### config.mk
export PLATFORM = sky130hd
export DESIGN_NAME = sram_like_arbiter
export DESIGN_NICKNAME = d
export VERILOG_FILES = /design/src/rtl/sram_arb_pkg.sv /design/src/rtl/sram_tag_fifo.sv /design/src/rtl/sram_like_arbiter.sv
export SDC_FILE = /design/constraint.sdc
export NUM_CORES = 1
export LEC_CHECK = 0
export ABC_CLOCK_PERIOD_IN_PS = 4700
export CORE_AREA = 2 2 125 127
export DETAILED_ROUTE_END_ITERATION = 8
export DIE_AREA = 0 0 127 129
export GPL_ROUTABILITY_DRIVEN = 0
export PLACE_DENSITY = 0.67
export SYNTH_ARGS = -nofsm -noshare
export SYNTH_HDL_FRONTEND = slang
export SYNTH_SLANG_ARGS = --single-unit
### constraint.sdc
create_clock -name clk -period 4.7 [get_ports clk]
set_clock_uncertainty 0.1 [all_clocks]
set_input_delay 0.94 -clock clk [delete_from_list [all_inputs] [get_ports clk]]
set_output_delay 0.94 -clock clk [all_outputs]
set_load 0.005 [all_outputs]
### src/rtl/sram_arb_pkg.sv
// Shared IDs, widths, defaults and request payload for the sram-like bus arbiter.
package sram_arb_pkg;

  localparam int unsigned ID_W             = 1;
  localparam int unsigned STARVE_W         = 4;
  localparam int unsigned DEF_OUTSTANDING  = 4;
  localparam int unsigned DEF_STARVE_LIMIT = 3;

  localparam logic [ID_W-1:0] ID_INST = 1'b0;
  localparam logic [ID_W-1:0] ID_DATA = 1'b1;

  // One master's slave-side request fields, muxed as a unit.
  typedef struct packed {
    logic        wr;
    logic [1:0]  size;
    logic [3:0]  wen;
    logic [31:0] addr;
    logic [31:0] wdata;
  } sram_req_t;

endpackage

### src/rtl/sram_tag_fifo.sv
// In-order 1-bit master-ID FIFO recording which master owns each outstanding response.
module sram_tag_fifo
  import sram_arb_pkg::*;
#(
  parameter int unsigned DEPTH = DEF_OUTSTANDING
) (
  input  logic                     clk,
  input  logic                     resetn,
  input  logic                     push,
  input  logic [ID_W-1:0]          push_id,
  input  logic                     pop,
  output logic [ID_W-1:0]          head_id,
  output logic                     full,
  output logic                     empty,
  output logic [$clog2(DEPTH):0]   count
);

  localparam int unsigned PTR_W = $clog2(DEPTH);
  localparam int unsigned CNT_W = PTR_W + 1;

  logic [ID_W-1:0]  mem [DEPTH];
  logic [PTR_W-1:0] wr_ptr;
  logic [PTR_W-1:0] rd_ptr;
  logic             do_push;
  logic             do_pop;

  assign full    = (count == CNT_W'(DEPTH));
  assign empty   = (count == '0);
  assign do_push = push && !full;
  assign do_pop  = pop && !empty;
  assign head_id = mem[rd_ptr];

  // Pointers wrap naturally because DEPTH is a power of two.
  always_ff @(posedge clk or negedge resetn) begin
    if (!resetn) begin
      wr_ptr <= '0;
      rd_ptr <= '0;
      count  <= '0;
    end else begin
      if (do_push) wr_ptr <= wr_ptr + PTR_W'(1);
      if (do_pop)  rd_ptr <= rd_ptr + PTR_W'(1);
      if (do_push && !do_pop)      count <= count + CNT_W'(1);
      else if (do_pop && !do_push) count <= count - CNT_W'(1);
    end
  end

  always_ff @(posedge clk) begin
    if (do_push) mem[wr_ptr] <= push_id;
  end

endmodule

### src/rtl/sram_like_arbiter.sv
// Merges the inst-fetch and data sram-like ports onto one slave port with
// zero-latency handshakes, in-order response routing and bounded inst starvation.
module sram_like_arbiter
  import sram_arb_pkg::*;
#(
  parameter int unsigned OUTSTANDING  = DEF_OUTSTANDING,
  parameter int unsigned STARVE_LIMIT = DEF_STARVE_LIMIT
) (
  input  logic        clk,
  input  logic        resetn,

  input  logic        inst_req,
  input  logic        inst_wr,
  input  logic [1:0]  inst_size,
  input  logic [31:0] inst_addr,
  input  logic [31:0] inst_wdata,
  output logic [31:0] inst_rdata,
  output logic        inst_addr_ok,
  output logic        inst_data_ok,

  input  logic        data_req,
  input  logic        data_wr,
  input  logic [1:0]  data_size,
  input  logic [3:0]  data_wen,
  input  logic [31:0] data_addr,
  input  logic [31:0] data_wdata,
  output logic [31:0] data_rdata,
  output logic        data_addr_ok,
  output logic        data_data_ok,

  output logic        s_req,
  output logic        s_wr,
  output logic [1:0]  s_size,
  output logic [3:0]  s_wen,
  output logic [31:0] s_addr,
  output logic [31:0] s_wdata,
  input  logic [31:0] s_rdata,
  input  logic        s_addr_ok,
  input  logic        s_data_ok,

  output logic        err_unexpected
);

  localparam int unsigned CNT_W = $clog2(OUTSTANDING) + 1;

  sram_req_t           inst_bus;
  sram_req_t           data_bus;
  sram_req_t           sel_bus;
  logic [ID_W-1:0]     sel_id;
  logic [ID_W-1:0]     lock_id;
  logic [ID_W-1:0]     head_id;
  logic                lock_valid;
  logic                sel_req;
  logic                accept;
  logic                pop_valid;
  logic                fifo_full;
  logic                fifo_empty;
  logic [CNT_W-1:0]    fifo_count;
  logic [STARVE_W-1:0] starve_cnt;
  logic [STARVE_W-1:0] starve_nxt;
  logic                starve_hit;

  assign inst_bus = '{wr: inst_wr, size: inst_size, wen: 4'b0000,
                      addr: inst_addr, wdata: inst_wdata};
  assign data_bus = '{wr: data_wr, size: data_size, wen: data_wen,
                      addr: data_addr, wdata: data_wdata};

  assign starve_hit = (starve_cnt == STARVE_W'(STARVE_LIMIT));

  // Grant selection: a pending lock wins, otherwise data unless inst has starved.
  always_comb begin
    sel_id = ID_DATA;
    if (lock_valid) begin
      sel_id = lock_id;
    end else if (inst_req && (!data_req || starve_hit)) begin
      sel_id = ID_INST;
    end
  end

  assign sel_req = (sel_id == ID_INST) ? inst_req : data_req;
  assign sel_bus = (sel_id == ID_INST) ? inst_bus : data_bus;

  // resetn gate keeps the slave request quiet while reset is asserted.
  assign s_req   = resetn && sel_req && !fifo_full;
  assign s_wr    = sel_bus.wr;
  assign s_size  = sel_bus.size;
  assign s_wen   = sel_bus.wen;
  assign s_addr  = sel_bus.addr;
  assign s_wdata = sel_bus.wdata;

  assign accept       = s_req && s_addr_ok;
  assign inst_addr_ok = accept && (sel_id == ID_INST);
  assign data_addr_ok = accept && (sel_id == ID_DATA);

  assign pop_valid    = s_data_ok && !fifo_empty;
  assign inst_data_ok = pop_valid && (head_id == ID_INST);
  assign data_data_ok = pop_valid && (head_id == ID_DATA);
  assign inst_rdata   = s_rdata;
  assign data_rdata   = s_rdata;

  // Starvation counter: counts data wins against a waiting inst, saturating.
  always_comb begin
    starve_nxt = starve_cnt;
    if (!inst_req || (accept && (sel_id == ID_INST))) begin
      starve_nxt = '0;
    end else if (accept && !starve_hit) begin
      starve_nxt = starve_cnt + STARVE_W'(1);
    end
  end

  always_ff @(posedge clk or negedge resetn) begin
    if (!resetn) begin
      lock_valid     <= 1'b0;
      lock_id        <= ID_INST;
      starve_cnt     <= '0;
      err_unexpected <= 1'b0;
    end else begin
      lock_valid <= s_req && !s_addr_ok;
      if (s_req && !s_addr_ok) lock_id <= sel_id;
      starve_cnt <= starve_nxt;
      if (s_data_ok && (fifo_count == '0)) err_unexpected <= 1'b1;
    end
  end

  sram_tag_fifo #(
    .DEPTH (OUTSTANDING)
  ) u_fifo (
    .clk     (clk),
    .resetn  (resetn),
    .push    (accept),
    .push_id (sel_id),
    .pop     (s_data_ok),
    .head_id (head_id),
    .full    (fifo_full),
    .empty   (fifo_empty),
    .count   (fifo_count)
  );

endmodule
==> results.json, run 1 <==
{
  "cts_max_level": 1,
  "status": "complete, no violations",
  "grt_max_degree": 72,
  "drc": 0,
  "instances_no_fill": 708,
  "vias": 2737,
  "max_freq_ghz": 0.235,
  "initial_utilization_pct": 15.6,
  "cts_root_buffer": "clkbuf_16",
  "drtIter0Drc": 187,
  "portBuffers": 220,
  "fp.dieArea_um2": 16400,
  "dp.cells": 704,
  "post-cts-setup-buffers": 0,
  "period_share_pct": 90.5,
  "ys_ff_latch": 18,
  "rsz0062_at_grt": "false",
  "antenna_found_initial": 0,
  "clock_sinks": 18,
  "maxCapViolations": 0,
  "p_leak_nw": 1.94,
  "io_pins": 317,
  "r2r_setup_slack_ns": 2.07,
  "hold_class": "flop to flop",
  "hold_violations": 0,
  "first_global_vias": 2553,
  "die_w_um": 127,
  "crit_arrival_ns": 3.21,
  "cts_tree": "built",
  "nets": 704,
  "vdd_drop_max_uv": 275,
  "cts.path.max_buffers": 2,
  "synth_edf_count": 4,
  "synth_nets": 555,
  "mostFrequentLayoutCells": "clkdlybuf4s50_1, nand2_1, dfrtp_1",
  "die_h_um": 129,
  "ys.flop_type": "dfrtp_1",
  "cts_resized": 0,
  "area_growth_pct": 86.7,
  "required_ns": 3.66,
  "hpwl_um": 8030,
  "antennaDiodeCount": 0,
  "firstDrtPassIters": 5,
  "drv_slew": 0,
  "track_usage_pct": 11.0,
  "syn_inst": 372,
  "dp_slack_ns": 0.370,
  "layout_commonest_cell": "clkdlybuf4s50_1",
  "ant_nets": 0,
  "timing.rr.end": "u_fifo.count[1]",
  "fin_crit_ns": 4.25,
  "synth-async-reset-ratio_pct": 77.8,
  "vias_per_cell": 3.87,
  "clock_latency_ns": 0.25,
  "max_slew_margin_pct": 52.5,
  "yosysWarnings": 0,
  "crit_fanout": 24,
  "cts.clk_slew.worst_paths_ns": 0.05,
  "min_to": "err_unexpected",
  "final_util_pct": 29.1,
  "avgSynthCellArea_um2": 6.27,
  "min_from": "err_unexpected",
  "tightest_slew_ns": 0.707,
  "timing.rr.start": "u_fifo.count[0]",
  "drive_above_1_share_pct": 4.23,
  "grt_overflow": 0,
  "cts_buffers": 3,
  "wirelength_um": 9950,
  "setup_violations": 0,
  "fin_ws_ns": 0.447,
  "synth_cell_type_count": 39,
  "fin_tns_setup_ns": 0,
  "r2r.worst_path.cells": 7,
  "crit_type": "input pin to output pin",
  "critPathLaunchType": "input pin",
  "wire_per_inst_um": 14.0,
  "yosysSeqAreaShare_pct": 20.2,
  "whs_path_depth": 1,
  "num_rows": 45,
  "synth_area_um2": 2330,
  "grt_first_pass_wirelength_um": 14400,
  "cts_hold_buf": 0,
  "core_um2": 15000,
  "powerDensity_nw_per_um2": 262,
  "end_kind": "output pin"
}
critical path, stage by stage:
cell and delay, ns:
clkdlybuf4s50_1 0.58, o221a_2 0.39, inv_2 0.36, buf_4 0.29, nand2_1 0.08, nand2_1 0.05, clkdlybuf4s50_1 0.50
area by class of cell:
type	instances	area [um^2]
tap	188	235
inverter	8	30.0
sequential	18	470
timing repair buffer	225	2260
fill	1598	10600
clock buffer	4	88.8
multi-input combinational	265	1270
logic make-up (layout without fill, tap and decap cells):
kind of cell	Yosys count	in the layout	synth area share, %
buffers and inverters	89	237	25.5
AO/OA/AOI/OAI	14	14	4.94
flip-flops	18	18	20.2
AND/OR/NAND/NOR	234	234	40.5
adder cells (fa/ha/maj)	7	7	4.08
XOR/XNOR	6	6	2.25
multiplexers	4	4	2.57
Yosys cell counts, types with 3 or more instances:
library cell / count / area [um^2]
nand2_1: 207 / 777
buf_4: 65 / 488
dfrtp_1: 14 / 350
and2_1: 8 / 50.1
buf_2: 8 / 40.0
clkbuf_1: 7 / 26.3
ha_1: 6 / 75.1
inv_1: 6 / 22.5
nor2_1: 6 / 22.5
edfxtp_1: 4 / 120
nand2b_1: 4 / 25.0
xnor2_1: 4 / 35.0
a211oi_1: 3 / 22.5
worst max path at each step:
| stage | start | endpoint | slack [ns] | cells after the start |
|---|---|---|---|---|
| 2_1_floorplan | inst_req | u_fifo.count[2] | 1.65 | 11 |
| 3_3_place_gp | inst_req | s_wdata[10] | 0.41 | 7 |
| 3_5_place_dp | inst_req | s_wdata[10] | 0.37 | 7 |
| 4_1_cts | inst_req | s_wdata[10] | 0.37 | 7 |
| 5_1_grt | inst_req | s_addr[22] | 0.22 | 7 |
| 6_report | inst_req | s_addr[22] | 0.45 | 7 |
power breakdown:
group / internal [W] / total, W / switching (W)
Sequential: 0.000208 / 0.000256 / 0.0000477
Clock: 0.000129 / 0.000186 / 0.0000568
Combinational: 0.000422 / 0.000698 / 0.000276
per-layer routing:
| layer | GRT usage, % | vias up | share of wire (%) |
|---|---|---|---|
| li1 | - | 1375 | - |
| met1 | 14.2 | 1162 | 41 |
| met2 | 18.2 | 196 | 47 |
| met3 | 3.95 | 4 | 12 |
| met4 | 1.10 | 0 | 0.32 |
| met5 | 0 | - | 0 |
per-stage QoR:
stage / instance area (um^2) / power, W / hold slack [ns]
3_5_place_dp: 4270 / 0.000964 / 0.351
3_3_place_gp: 4270 / 0.000961 / 0.349
6_report: 4360 / 0.00114 / 0.369
5_1_grt: 4360 / 0.00123 / 0.402
4_1_cts: 4360 / 0.00116 / 0.367
2_1_floorplan: 2330 / 0.000589 / 0.350
state kept, by name, indices dropped and copies added (netlist names):
| signal | flops |
|---|---|
| lock_id | 1 |
| u_fifo.mem | 4 |
| err_unexpected | 1 |
| u_fifo.wr_ptr | 2 |
| u_fifo.count | 3 |
| u_fifo.rd_ptr | 2 |
| starve_cnt | 4 |
| lock_valid | 1 |
(Power assumes the default switching activity.)
==> run 2: changes to the inputs <==
--- a/config.mk
+++ b/config.mk
@@ -6,6 +6,7 @@
 export NUM_CORES = 1
 export LEC_CHECK = 0
 export ABC_CLOCK_PERIOD_IN_PS = 4700
+export CAP_MARGIN = 20
 export CORE_AREA = 2 2 125 127
 export DETAILED_ROUTE_END_ITERATION = 8
 export DIE_AREA = 0 0 127 129
==> constraint.sdc (replaced) <==
create_clock -name clk -period 4.7 [get_ports clk]
set_clock_uncertainty 0.1 [all_clocks]
set_input_delay 0.47 -clock clk [delete_from_list [all_inputs] [get_ports clk]]
set_output_delay 0.47 -clock clk [all_outputs]
set_load 0.005 [all_outputs]
==> results.json, run 2 (same netlist as run 1, synthesis figures left out) <==
{
  "total_power_w": 0.00111,
  "rsz0062_at_grt": "false",
  "vdd_drop_max_uv": 201,
  "nets": 703,
  "firstDrtPassIters": 5,
  "switching_share_pct": 34.1,
  "cts_resized": 0,
  "seqPwrFrac_pct": 23.0,
  "initial_utilization_pct": 15.6,
  "cts_root_buffer": "clkbuf_16",
  "fp.dieArea_um2": 16400,
  "grt_first_pass_wirelength_um": 14000,
  "layout_commonest_cell": "clkdlybuf4s50_1",
  "fin_tns_setup_ns": 0,
  "end_kind": "output pin",
  "drv_slew": 0,
  "grt_max_degree": 72,
  "antennaDiodeCount": 0,
  "ant_nets": 0,
  "area_growth_pct": 84.9,
  "cts.clk_slew.worst_paths_ns": 0.05,
  "crit_buf_inv": 3,
  "crit_chain": "clkdlybuf4s50_1, o221a_2, buf_4, nand2_1, nand2_1, clkdlybuf4s50_1",
  "vias_per_cell": 3.81,
  "cts_tree": "built",
  "cts.path.max_buffers": 2,
  "crit_fanout": 71,
  "vias": 2696,
  "crit_slowest_cell": "clkdlybuf4s50_1",
  "critical-path-top-delay-family": "buffers and inverters",
  "period_share_pct": 73.3,
  "hold_violations": 0,
  "track_usage_pct": 10.7,
  "status": "complete, no violations",
  "io_pins": 317,
  "max_freq_ghz": 0.290,
  "num_rows": 45,
  "clock_power_share_pct": 15.3,
  "cts_buffers": 3,
  "hpwl_um": 7900,
  "drc": 0,
  "mostFrequentLayoutCells": "clkdlybuf4s50_1, nand2_1, dfrtp_1",
  "clock_sinks": 18,
  "fin_crit_ns": 3.44,
  "max_slew_margin_pct": 49.9,
  "critPathLaunchType": "input pin",
  "drtIter0Drc": 115,
  "crit_arrival_ns": 2.87,
  "wire_per_inst_um": 13.7,
  "clock_latency_ns": 0.25,
  "core_um2": 15000,
  "r2r_setup_slack_ns": 2.13,
  "die_h_um": 129,
  "post-cts-setup-buffers": 0,
  "setup_violations": 0,
  "hold_class": "flop to flop",
  "crit_type": "input pin to output pin",
  "max_stage_delay_ns": 0.67,
  "first_global_vias": 2495,
  "required_ns": 4.13,
  "drive_above_1_share_pct": 3.85,
  "p_leak_nw": 1.92,
  "wirelength_um": 9700,
  "die_w_um": 127,
  "comb_power_share_pct": 61.7,
  "p_int_w": 0.000734,
  "powerDensity_nw_per_um2": 258,
  "reg_top3": "starve_cnt: 4 flops, u_fifo.mem: 4 flops, u_fifo.count: 3 flops",
  "antenna_found_initial": 0,
  "cts_hold_buf": 0,
  "portBuffers": 220,
  "switchingPower_w": 0.000379,
  "tightest_slew_ns": 0.751,
  "cts_max_level": 1,
  "maxCapViolations": 0,
  "grt_overflow": 0
}
run 2: final timing paths:
path / endpoint / from / cells after the start
worst min register to register: err_unexpected / err_unexpected / 1
worst min-delay path: err_unexpected / err_unexpected / 1
worst max-delay path: s_size[0] / inst_req / 6
min in group asynchronous: err_unexpected / resetn / 2
max in group asynchronous: starve_cnt[0] / resetn / 2
worst max register to register: u_fifo.count[1] / u_fifo.count[2] / 8
run 2: metal layers:
layer	GRT usage [%]	share of wire, %
met1	13.2	40
met2	18.2	47
met3	4.37	12
met4	1.49	0.61
met5	0	0
run 2: layout make-up:
| type | instances | area [um^2] |
|---|---|---|
| Clock buffer | 3 | 75.1 |
| Clock inverter | 1 | 3.75 |
| Fill cell | 1638 | 10700 |
| Inverter | 8 | 30.0 |
| Multi-Input combinational cell | 265 | 1270 |
| Sequential cell | 18 | 470 |
| Tap cell | 188 | 235 |
| Timing Repair Buffer | 224 | 2230 |
run 2: stage by stage:
step | instances | utilization (%) | instance area, um^2 | worst slack [ns] | hold WS, ns
after CTS | 707 | 28.8 | 4310 | 1.22 | 0.361
after global placement | 703 | 28.3 | 4230 | 1.23 | 0.338
after floorplan | 372 | - | 2330 | 2.12 | 0.0744
after global routing | 707 | 28.8 | 4310 | 1.07 | 0.388
after detailed placement | 703 | 28.3 | 4230 | 1.22 | 0.350
final | 707 | 28.8 | 4310 | 1.26 | 0.358
run 2: worst reg2reg max path: stages, from the launching register on:
cell and delay [ns]:
dfrtp_1 0.41, inv_1 0.09, o31ai_1 0.55, or2_2 0.28, inv_2 0.09, ha_1 0.21
inv_1 0.07, fa_1 0.40, mux2_2 0.26
run 2: power groups by stage:
stage               Combinational [W]  Clock, W  Sequential (W)
floorplan                    0.000341         0        0.000248
global placement             0.000691         0        0.000258
detailed placement           0.000692         0        0.000260
CTS                          0.000699  0.000175        0.000257
global route                 0.000758  0.000183        0.000267
finish                       0.000687  0.000170        0.000257
